`src/rtl/mem_port_arbiter_if.sv`:
```
// Bus bundle between the pipeline ports, the arbiter and the external SRAM.
//   Fetch port : if_req, if_addr -> if_ready, if_rdata
//   Data port  : mem_rd_req, mem_wr_req, mem_addr, mem_wdata -> mem_ready, mem_rdata
//   Status     : grant_data (current transaction belongs to the data port)
//   SRAM side  : sram_addr, sram_dq_out, sram_dq_oe, sram_we_n -> / <- sram_dq_in
// modport slave is the arbiter's view; modport master is the pipeline/SRAM view.
interface mem_port_arbiter_if #(
  parameter int unsigned SRAM_AW = 17
);
  logic               if_req;
  logic [31:0]        if_addr;
  logic               if_ready;
  logic [31:0]        if_rdata;
  logic               mem_rd_req;
  logic               mem_wr_req;
  logic [31:0]        mem_addr;
  logic [31:0]        mem_wdata;
  logic               mem_ready;
  logic [31:0]        mem_rdata;
  logic               grant_data;
  logic [SRAM_AW-1:0] sram_addr;
  logic [15:0]        sram_dq_out;
  logic               sram_dq_oe;
  logic [15:0]        sram_dq_in;
  logic               sram_we_n;

  modport slave (
    input  if_req, if_addr, mem_rd_req, mem_wr_req, mem_addr, mem_wdata, sram_dq_in,
    output if_ready, if_rdata, mem_ready, mem_rdata, grant_data,
    output sram_addr, sram_dq_out, sram_dq_oe, sram_we_n
  );

  modport master (
    output if_req, if_addr, mem_rd_req, mem_wr_req, mem_addr, mem_wdata, sram_dq_in,
    input  if_ready, if_rdata, mem_ready, mem_rdata, grant_data,
    input  sram_addr, sram_dq_out, sram_dq_oe, sram_we_n
  );
endinterface

```
`src/rtl/mem_port_arbiter.sv`:
```
// Round-robin arbiter sharing one 16-bit SRAM between the fetch port and the data port.
// Each 32-bit access is split into a LO and a HI half-word phase of WAIT_CYC+1 cycles,
// followed by a one-cycle DONE state that pulses the served port's ready.
// Ports:
//   clk  - rising-edge clock
//   rst  - asynchronous active-low reset
//   bus  - mem_port_arbiter_if.slave: fetch/data request ports and SRAM pins
module mem_port_arbiter #(
  parameter int unsigned WAIT_CYC  = 2,
  parameter int unsigned DATA_BASE = 1024,
  parameter int unsigned SRAM_AW   = 17
) (
  input logic               clk,
  input logic               rst,
  mem_port_arbiter_if.slave bus
);

  typedef enum logic [1:0] {StIdle, StLo, StHi, StDone} state_e;

  state_e             state;
  logic [2:0]         cnt;
  logic               last_data;   // 1: data port was served most recently
  logic               cur_data;
  logic               cur_write;
  logic [15:0]        word;
  logic [31:0]        wdata;
  logic [15:0]        lo_data;

  logic               if_ready_q;
  logic [31:0]        if_rdata_q;
  logic               mem_ready_q;
  logic [31:0]        mem_rdata_q;
  logic               grant_data_q;
  logic [SRAM_AW-1:0] sram_addr_q;
  logic [15:0]        sram_dq_out_q;
  logic               sram_dq_oe_q;
  logic               sram_we_n_q;

  logic               data_req;
  logic               any_req;
  logic               pick_data;
  logic               pick_write;
  logic [31:0]        data_off;
  logic [15:0]        acc_word;
  logic               phase_end;

  assign data_req   = bus.mem_rd_req | bus.mem_wr_req;
  assign any_req    = bus.if_req | data_req;
  // Data wins when fetch is idle, or on a tie when fetch was served last.
  assign pick_data  = data_req & (~bus.if_req | ~last_data);
  // Read+write together is a store.
  assign pick_write = pick_data & bus.mem_wr_req;
  assign data_off   = bus.mem_addr - 32'(DATA_BASE);
  assign acc_word   = pick_data ? data_off[17:2] : bus.if_addr[17:2];
  assign phase_end  = (cnt == 3'(WAIT_CYC));

  logic unused_addr_bits;
  assign unused_addr_bits = ^{data_off[31:18], data_off[1:0],
                              bus.if_addr[31:18], bus.if_addr[1:0]};

  always_ff @(posedge clk or negedge rst) begin
    if (!rst) begin
      state         <= StIdle;
      cnt           <= 3'd0;
      last_data     <= 1'b0;
      cur_data      <= 1'b0;
      cur_write     <= 1'b0;
      word          <= 16'd0;
      wdata         <= 32'd0;
      lo_data       <= 16'd0;
      if_ready_q    <= 1'b0;
      if_rdata_q    <= 32'd0;
      mem_ready_q   <= 1'b0;
      mem_rdata_q   <= 32'd0;
      grant_data_q  <= 1'b0;
      sram_addr_q   <= '0;
      sram_dq_out_q <= 16'd0;
      sram_dq_oe_q  <= 1'b0;
      sram_we_n_q   <= 1'b1;
    end else begin
      unique case (state)
        StIdle: begin
          if (any_req) begin
            cur_data     <= pick_data;
            cur_write    <= pick_write;
            word         <= acc_word;
            wdata        <= bus.mem_wdata;
            cnt          <= 3'd0;
            grant_data_q <= pick_data;
            sram_addr_q  <= SRAM_AW'({acc_word, 1'b0});
            sram_we_n_q  <= ~pick_write;
            sram_dq_oe_q <= pick_write;
            if (pick_write) begin
              sram_dq_out_q <= bus.mem_wdata[15:0];
            end
            state        <= StLo;
          end
        end
        StLo: begin
          if (phase_end) begin
            lo_data     <= bus.sram_dq_in;
            cnt         <= 3'd0;
            sram_addr_q <= SRAM_AW'({word, 1'b1});
            if (cur_write) begin
              sram_dq_out_q <= wdata[31:16];
            end
            state       <= StHi;
          end else begin
            cnt <= cnt + 3'd1;
          end
        end
        StHi: begin
          if (phase_end) begin
            // Ready and read data become visible together in DONE.
            if (cur_data) begin
              mem_ready_q <= 1'b1;
              if (!cur_write) begin
                mem_rdata_q <= {bus.sram_dq_in, lo_data};
              end
            end else begin
              if_ready_q <= 1'b1;
              if_rdata_q <= {bus.sram_dq_in, lo_data};
            end
            sram_we_n_q  <= 1'b1;
            sram_dq_oe_q <= 1'b0;
            state        <= StDone;
          end else begin
            cnt <= cnt + 3'd1;
          end
        end
        StDone: begin
          if_ready_q   <= 1'b0;
          mem_ready_q  <= 1'b0;
          grant_data_q <= 1'b0;
          last_data    <= cur_data;
          state        <= StIdle;
        end
        default: state <= StIdle;
      endcase
    end
  end

  assign bus.if_ready    = if_ready_q;
  assign bus.if_rdata    = if_rdata_q;
  assign bus.mem_ready   = mem_ready_q;
  assign bus.mem_rdata   = mem_rdata_q;
  assign bus.grant_data  = grant_data_q;
  assign bus.sram_addr   = sram_addr_q;
  assign bus.sram_dq_out = sram_dq_out_q;
  assign bus.sram_dq_oe  = sram_dq_oe_q;
  assign bus.sram_we_n   = sram_we_n_q;

endmodule

```
`src/flat_wrapper.sv`:
```
// flat-port wrapper written by rule: the top's interface ports become plain ports
module mem_port_arbiter_flat 
#(
  parameter int unsigned WAIT_CYC  = 2,
  parameter int unsigned DATA_BASE = 1024,
  parameter int unsigned SRAM_AW   = 17
)
  (clk, rst, bus_if_req, bus_if_addr, bus_mem_rd_req, bus_mem_wr_req, bus_mem_addr, bus_mem_wdata, bus_sram_dq_in, bus_if_ready, bus_if_rdata, bus_mem_ready, bus_mem_rdata, bus_grant_data, bus_sram_addr, bus_sram_dq_out, bus_sram_dq_oe, bus_sram_we_n);
  mem_port_arbiter_if #(.SRAM_AW(SRAM_AW)) bus_i ();
  input logic clk;
  input logic rst;
  input wire logic [$bits(bus_i.if_req)-1:0] bus_if_req;
  input wire logic [$bits(bus_i.if_addr)-1:0] bus_if_addr;
  input wire logic [$bits(bus_i.mem_rd_req)-1:0] bus_mem_rd_req;
  input wire logic [$bits(bus_i.mem_wr_req)-1:0] bus_mem_wr_req;
  input wire logic [$bits(bus_i.mem_addr)-1:0] bus_mem_addr;
  input wire logic [$bits(bus_i.mem_wdata)-1:0] bus_mem_wdata;
  input wire logic [$bits(bus_i.sram_dq_in)-1:0] bus_sram_dq_in;
  output wire logic [$bits(bus_i.if_ready)-1:0] bus_if_ready;
  output wire logic [$bits(bus_i.if_rdata)-1:0] bus_if_rdata;
  output wire logic [$bits(bus_i.mem_ready)-1:0] bus_mem_ready;
  output wire logic [$bits(bus_i.mem_rdata)-1:0] bus_mem_rdata;
  output wire logic [$bits(bus_i.grant_data)-1:0] bus_grant_data;
  output wire logic [$bits(bus_i.sram_addr)-1:0] bus_sram_addr;
  output wire logic [$bits(bus_i.sram_dq_out)-1:0] bus_sram_dq_out;
  output wire logic [$bits(bus_i.sram_dq_oe)-1:0] bus_sram_dq_oe;
  output wire logic [$bits(bus_i.sram_we_n)-1:0] bus_sram_we_n;
  assign bus_i.if_req = bus_if_req;
  assign bus_i.if_addr = bus_if_addr;
  assign bus_i.mem_rd_req = bus_mem_rd_req;
  assign bus_i.mem_wr_req = bus_mem_wr_req;
  assign bus_i.mem_addr = bus_mem_addr;
  assign bus_i.mem_wdata = bus_mem_wdata;
  assign bus_i.sram_dq_in = bus_sram_dq_in;
  assign bus_if_ready = bus_i.if_ready;
  assign bus_if_rdata = bus_i.if_rdata;
  assign bus_mem_ready = bus_i.mem_ready;
  assign bus_mem_rdata = bus_i.mem_rdata;
  assign bus_grant_data = bus_i.grant_data;
  assign bus_sram_addr = bus_i.sram_addr;
  assign bus_sram_dq_out = bus_i.sram_dq_out;
  assign bus_sram_dq_oe = bus_i.sram_dq_oe;
  assign bus_sram_we_n = bus_i.sram_we_n;
  mem_port_arbiter #(.WAIT_CYC(WAIT_CYC), .DATA_BASE(DATA_BASE), .SRAM_AW(SRAM_AW)) u_core (.clk(clk), .rst(rst), .bus(bus_i));
endmodule
```
`config.mk`:
```
export PLATFORM = sky130hd
export DESIGN_NAME = mem_port_arbiter_flat
export DESIGN_NICKNAME = d
export VERILOG_FILES = /design/src/rtl/mem_port_arbiter_if.sv /design/src/rtl/mem_port_arbiter.sv /design/src/flat_wrapper.sv
export SDC_FILE = /design/constraint.sdc
export NUM_CORES = 1
export LEC_CHECK = 0
export CORE_ASPECT_RATIO = 0.8
export CORE_MARGIN = 1
export CORE_UTILIZATION = 34
export CTS_BUF_LIST = sky130_fd_sc_hd__clkbuf_8
export CTS_CLUSTER_DIAMETER = 30
export CTS_CLUSTER_SIZE = 30
export DETAILED_ROUTE_END_ITERATION = 8
export PLACE_DENSITY_LB_ADDON = 0.08
export REMOVE_ABC_BUFFERS = 1
export SYNTH_ARGS = -nofsm -noshare
export SYNTH_HDL_FRONTEND = slang
export SYNTH_SLANG_ARGS = --single-unit
```
`constraint.sdc`:
```
create_clock -name clk -period 2.55 [get_ports clk]
set_clock_uncertainty 0.05 [all_clocks]
set_input_delay 0.255 -clock clk [delete_from_list [all_inputs] [get_ports clk]]
set_output_delay 0.255 -clock clk [all_outputs]
set_load 0.02 [all_outputs]
```
# Word level (Yosys, flattened, before mapping)
# Index checks and enable logic that the tools add are counted.
# classes
n_eq_ne	12
bitwise_logic	10
n_mux	31
n_addsub	2
n_reduce_logical	18
# op_table
operator	n
$mux 16	5
$mux 17	2
$pmux 17 s2	1
$pmux 16 s2	1
$reduce_and 3->1	7
$sub 18x11->18 const B	1
$ne 2x1->1 const B	6
$pmux 1 s2	5
$mux 1	9
$mux 3	3
$pmux 3 s3	1
$pmux 2 s4	1
$reduce_bool 2->1	4
$mux 2	3
$reduce_and 2->1	3
$not 1->1	5
$reduce_and 5->1	1
$eq 2x2->1 const B	2
$ne 2x2->1 const B	2
$reduce_and 4->1	1
$add 3x1->3 const B	1
$eq 3x2->1 const B	1
$or 1x1->1	3
$reduce_bool 3->1	1
3 further kinds	4
# totals
input_bits	117
ff_bits	174
elab_cells	90

# Logic depth before layout (Yosys ltp)
# logic_depth
word_depth	7
ltp_mapped	8

# Worst setup path before layout
# Ideal clock, no wire load.
# synth_timing
path_kind	reg-to-reg
start	reg u_core.state[0]
end	reg u_core.mem_rdata_q[16], in the netlist u_core.bus.mem_rdata[16]
stages_incl_launch_ff	8
synth_period_minus_slack_ns	1.932
n_path_buf	2
setup_slack_ns	0.618
arrival_ns	1.758
cell_sequence	dfrtp_1 > inv_1 > ha_1 > buf_2 > nand3b_1 > nor3b_2 > buf_4 > mux2_2
# synth_between
elab_chain_len	2
# synth_rtl
item	line_no	source
start, declared	mem_port_arbiter.sv:20	state_e state;
start signal, assigned	mem_port_arbiter.sv:63	state <= StIdle;
start signal, assigned	mem_port_arbiter.sv:96	state <= StLo;
start signal, assigned	mem_port_arbiter.sv:107	state <= StHi;
$eq 2x2->1	mem_port_arbiter.sv:81	unique case (state)
$reduce_and 4->1 (no source line)	n/a	
end signal, assigned	mem_port_arbiter.sv:118	mem_rdata_q <= {bus.sram_dq_in, lo_data};
end, declared	mem_port_arbiter.sv:32	logic [31:0] mem_rdata_q;
# No other way between the ends.
# A chain may end at the register's enable or synchronous reset.

# Final worst setup path
# layout_timing
start	reg u_core.state[0]
end	reg u_core.mem_rdata_q[28], in the netlist u_core.bus.mem_rdata[28]
# Same word-level chain as after synthesis.

==> reports/qor.txt <==
slowest stage cell on the critical path: sky130_fd_sc_hd__dfrtp_1
Setup Crit Path Kind: flop to flop
share of cells above drive strength 1: 0.232
total of cells resized after clock tree synthesis: 0
portion of the clock cycle consumed by the worst path in the final layout: 0.863
maximum fanout along the worst path: 32
CORE AREA: 0.0193 sq mm
clock tree from TritonCTS: done
area delta synth->final: 37.9%
Pwr per Cell Area: 1260 mW/mm^2
met2 wire len: 8040 um
DR pass1 iterations: 6
# setup viols final: 0
flip-flop cell with the highest count after synthesis: sky130_fd_sc_hd__dfrtp_1
Post-Syn Area per Cell: 13.1 sq um
simple-gate portion of the synthesized area: 0.0573
Die Wd: 160 um
Least-Margin Pin Slew: 0.638 ns
detailed placer's ending HPWL: 11,100 um
combined area of the multi-input logic cells: 0.00266 sq mm
number of failing hold endpoints at the final stage: 0
# H-tree levels: 4
count of port buffers added during placement: 186
most frequent standard cell in the layout excluding fill and tap cells: sky130_fd_sc_hd__clkdlybuf4s50_1
number of standard cells after synthesis: 518
#FFs+latches synth: 158
max-slew violation count: 0
final antenna-violating net count: 0
number of hold buffers added after CTS: 1
number of flops mapped to enable cells by yosys: 0
warnings from Yosys: 0
leakage component of the power: 0.00395 uW
antenna diode instance count: 0
number of library cell types mapped by synthesis: 52
path class of the lowest-slack min-delay path: primary input to async pin
full die area: 0.0205 sq mm
post-synthesis adder-cell area fraction: 0.0148
Skew-Pair Late Insertion Delay: 0.44 ns
ordered list of cells on the worst path: inv_1 > ha_1 > nand3b_1 > nor3b_4 > buf_12 > mux2_2
xor-xnor portion of the synthesized cell area: 0.00387
highest routed layer: met4
top cell type's share of synthesized area: 0.579
worst reg2reg path depth: 6
# DRC: 0
CTS buffer count: 17
max-capacitance violation count: 0
share of flip-flops with an asynchronous set or reset after synthesis: 1.00
vias in the first global route: 5,048
wire length on met3: 1040 um
top-level port count: 219
element type at the critical path end: flop
run status: completed
mapped cell area: 0.00679 sq mm
DP Cell Count: 949
Starting DRT DRC Count: 159
count of vias placed by the detailed router: 4,729
slack of the worst reg-to-reg path: 0.35 ns
final-layout worst hold slack: 0.283 ns
Layout Nets: 836
remaining global-route overflow: 0
Achievable Freq: 454 MHz
normalized max-slew margin: 0.572
Crit Reg-Reg Startpoint: u_core.state[0]
largest net degree at the start of global routing: 66
initial antenna violation count: 0
GPL Wtd Cong: 0.770
met1 WL: 6780 um
Avg Vias per Cell: 4.82
Cell Rows: 45
Peak VDD IR: 0.520 mV
Worst Setup EP: u_core.bus.mem_rdata[28]
unrepaired setup endpoints after global routing: no
Crit path largest cell delay: 0.42 ns
final critical delay including setup and external delays: 2.20 ns
Sequential cell area: 0.00396 sq mm
dominant combinational cell family by area after synthesis: multiplexers
commonest cells after routing, fill and taps aside: 185 x sky130_fd_sc_hd__clkdlybuf4s50_1, 157 x sky130_fd_sc_hd__dfrtp_1, 106 x sky130_fd_sc_hd__mux2_2, 31 x sky130_fd_sc_hd__a21oi_1
cell at the root of the clock tree: sky130_fd_sc_hd__clkbuf_8
first-pass GRT wire length: 26,700 um
Crit. Startpoint: u_core.state[0]
leading cell types by total area after synthesis: sky130_fd_sc_hd__dfrtp_1 58%, sky130_fd_sc_hd__mux2_2 18%, sky130_fd_sc_hd__mux2i_1 4.1%
CP startpoint kind: flop
Worst EP required: 2.82 ns
height of the chip: 128 um
total clock sinks: 158
Compound-Gate Fraction of Synth Area: 0.0929
Filler Cell Count: 1,777
non-filler instance count after layout: 982
R2R Path End: u_core.bus.mem_rdata[28]
cell taking the most area after synthesis: sky130_fd_sc_hd__dfrtp_1
post-synthesis mux area share: 0.219
routed wire length: 16,100 um
Max clock buf depth: 2
Reg clk slew, reported paths: 0.09 ns
Setup TNS: 0 ns
total setup buffers inserted after CTS: 0
Final Core Density: 0.486
post-synthesis sequential area ratio: 0.583
Routed WL per cell: 16.4 um
CP arrival: 2.47 ns
starting density of the core: 0.352
GRT Total Usage: 0.166
==> final cells by class <==
type	count	share of cell area
clock inverter	14	0.0119
timing repair buffer	201	0.217
multi-input combinational	324	0.284
inverter	9	0.00361
tap	258	0.0345
sequential	158	0.423
clock buffer	18	0.0265
==> worst min path at each step <==
stage	to	slack [ns]	cells after the start
finish	u_core.bus.sram_addr[11]	0.28	2
global route	u_core.bus.sram_addr[11]	0.31	2
CTS	u_core.bus.sram_addr[11]	0.30	2
detailed placement	u_core.bus.sram_addr[11]	0.22	1
global placement	u_core.word[10]	0.21	1
floorplan	u_core.bus.grant_data	-0.09	0
==> per-stage QoR <==
step / power, uW / cell area [sq um] / setup slack, ns
floorplan: 7580 / 6620 / -1.03
global placement: 10000 / 8990 / 0.333
detailed placement: 10200 / 8990 / 0.269
CTS: 11900 / 9360 / 0.327
finish: 11800 / 9360 / 0.349
global route: 12600 / 9360 / 0.184
==> power by group <==
group	total, uW	switching (uW)	internal [uW]	leakage [uW]
sequential	4410	676	3730	0.00192
combinational	5630	2790	2850	0.00186
clock	1710	996	716	0.000176
==> Yosys cell counts, types with 2 or more instances <==
| master | number |
|---|---|
| sky130_fd_sc_hd__nor3_1 | 2 |
| sky130_fd_sc_hd__o21ai_0 | 27 |
| sky130_fd_sc_hd__mux2i_1 | 28 |
| sky130_fd_sc_hd__buf_4 | 10 |
| sky130_fd_sc_hd__a22o_1 | 2 |
| sky130_fd_sc_hd__nand2_1 | 30 |
| sky130_fd_sc_hd__dfrtp_1 | 157 |
| sky130_fd_sc_hd__o211ai_1 | 4 |
| sky130_fd_sc_hd__buf_2 | 9 |
| sky130_fd_sc_hd__nor2b_1 | 2 |
| sky130_fd_sc_hd__a21oi_1 | 31 |
| sky130_fd_sc_hd__nand3_1 | 2 |
| sky130_fd_sc_hd__xnor2_1 | 2 |
| sky130_fd_sc_hd__o2bb2ai_1 | 2 |
| sky130_fd_sc_hd__o31ai_1 | 2 |
| sky130_fd_sc_hd__o21a_1 | 3 |
| sky130_fd_sc_hd__nand4_1 | 2 |
| sky130_fd_sc_hd__a21o_1 | 4 |
| sky130_fd_sc_hd__o2111ai_1 | 2 |
| sky130_fd_sc_hd__a211oi_1 | 4 |
| sky130_fd_sc_hd__inv_1 | 9 |
| sky130_fd_sc_hd__ha_1 | 8 |
| sky130_fd_sc_hd__a211o_1 | 4 |
| sky130_fd_sc_hd__mux2_2 | 106 |
| sky130_fd_sc_hd__nand3b_1 | 2 |
| sky130_fd_sc_hd__nor2_1 | 31 |
| sky130_fd_sc_hd__nand2b_1 | 3 |
| sky130_fd_sc_hd__clkbuf_1 | 6 |
==> logic make-up after synthesis <==
group | after synthesis
xor+xnor | 3
flops | 158
simple gates | 82
mux | 135
buf+inv | 36
compound gates | 96
fa+ha+maj | 8
==> registers in the layout (all words and copies together), names as in the netlist <==
name                    cells
u_core.bus.sram_we_n        1
u_core.bus.sram_dq_out     16
u_core.bus.if_rdata        32
u_core.state                2
u_core.bus.sram_addr       17
u_core.cur_data             1
u_core.wdata               16
u_core.cur_write            1
u_core.last_data            1
u_core.cnt                  3
u_core.bus.if_ready         1
u_core.bus.mem_ready        1
u_core.bus.sram_dq_oe       1
u_core.bus.mem_rdata       32
u_core.lo_data             16
u_core.bus.grant_data       1
u_core.word                16
==> layer usage <==
layer / track usage / up-vias
met5: 0 / -
met4: 0.0482 / 0
met3: 0.0542 / 17
met2: 0.287 / 121
met1: 0.198 / 2356
li1: - / 2235
==> critical path: cells and delay by family (launching register included) <==
family	cells	cell delay, ns
multiplexers	1	0.36
flip-flops	1	0.42
buffers and inverters	2	0.37
adder cells (fa/ha/maj)	1	0.36
AND/OR/NAND/NOR	2	0.50
Note: power is estimated with default switching activity, not from simulation.
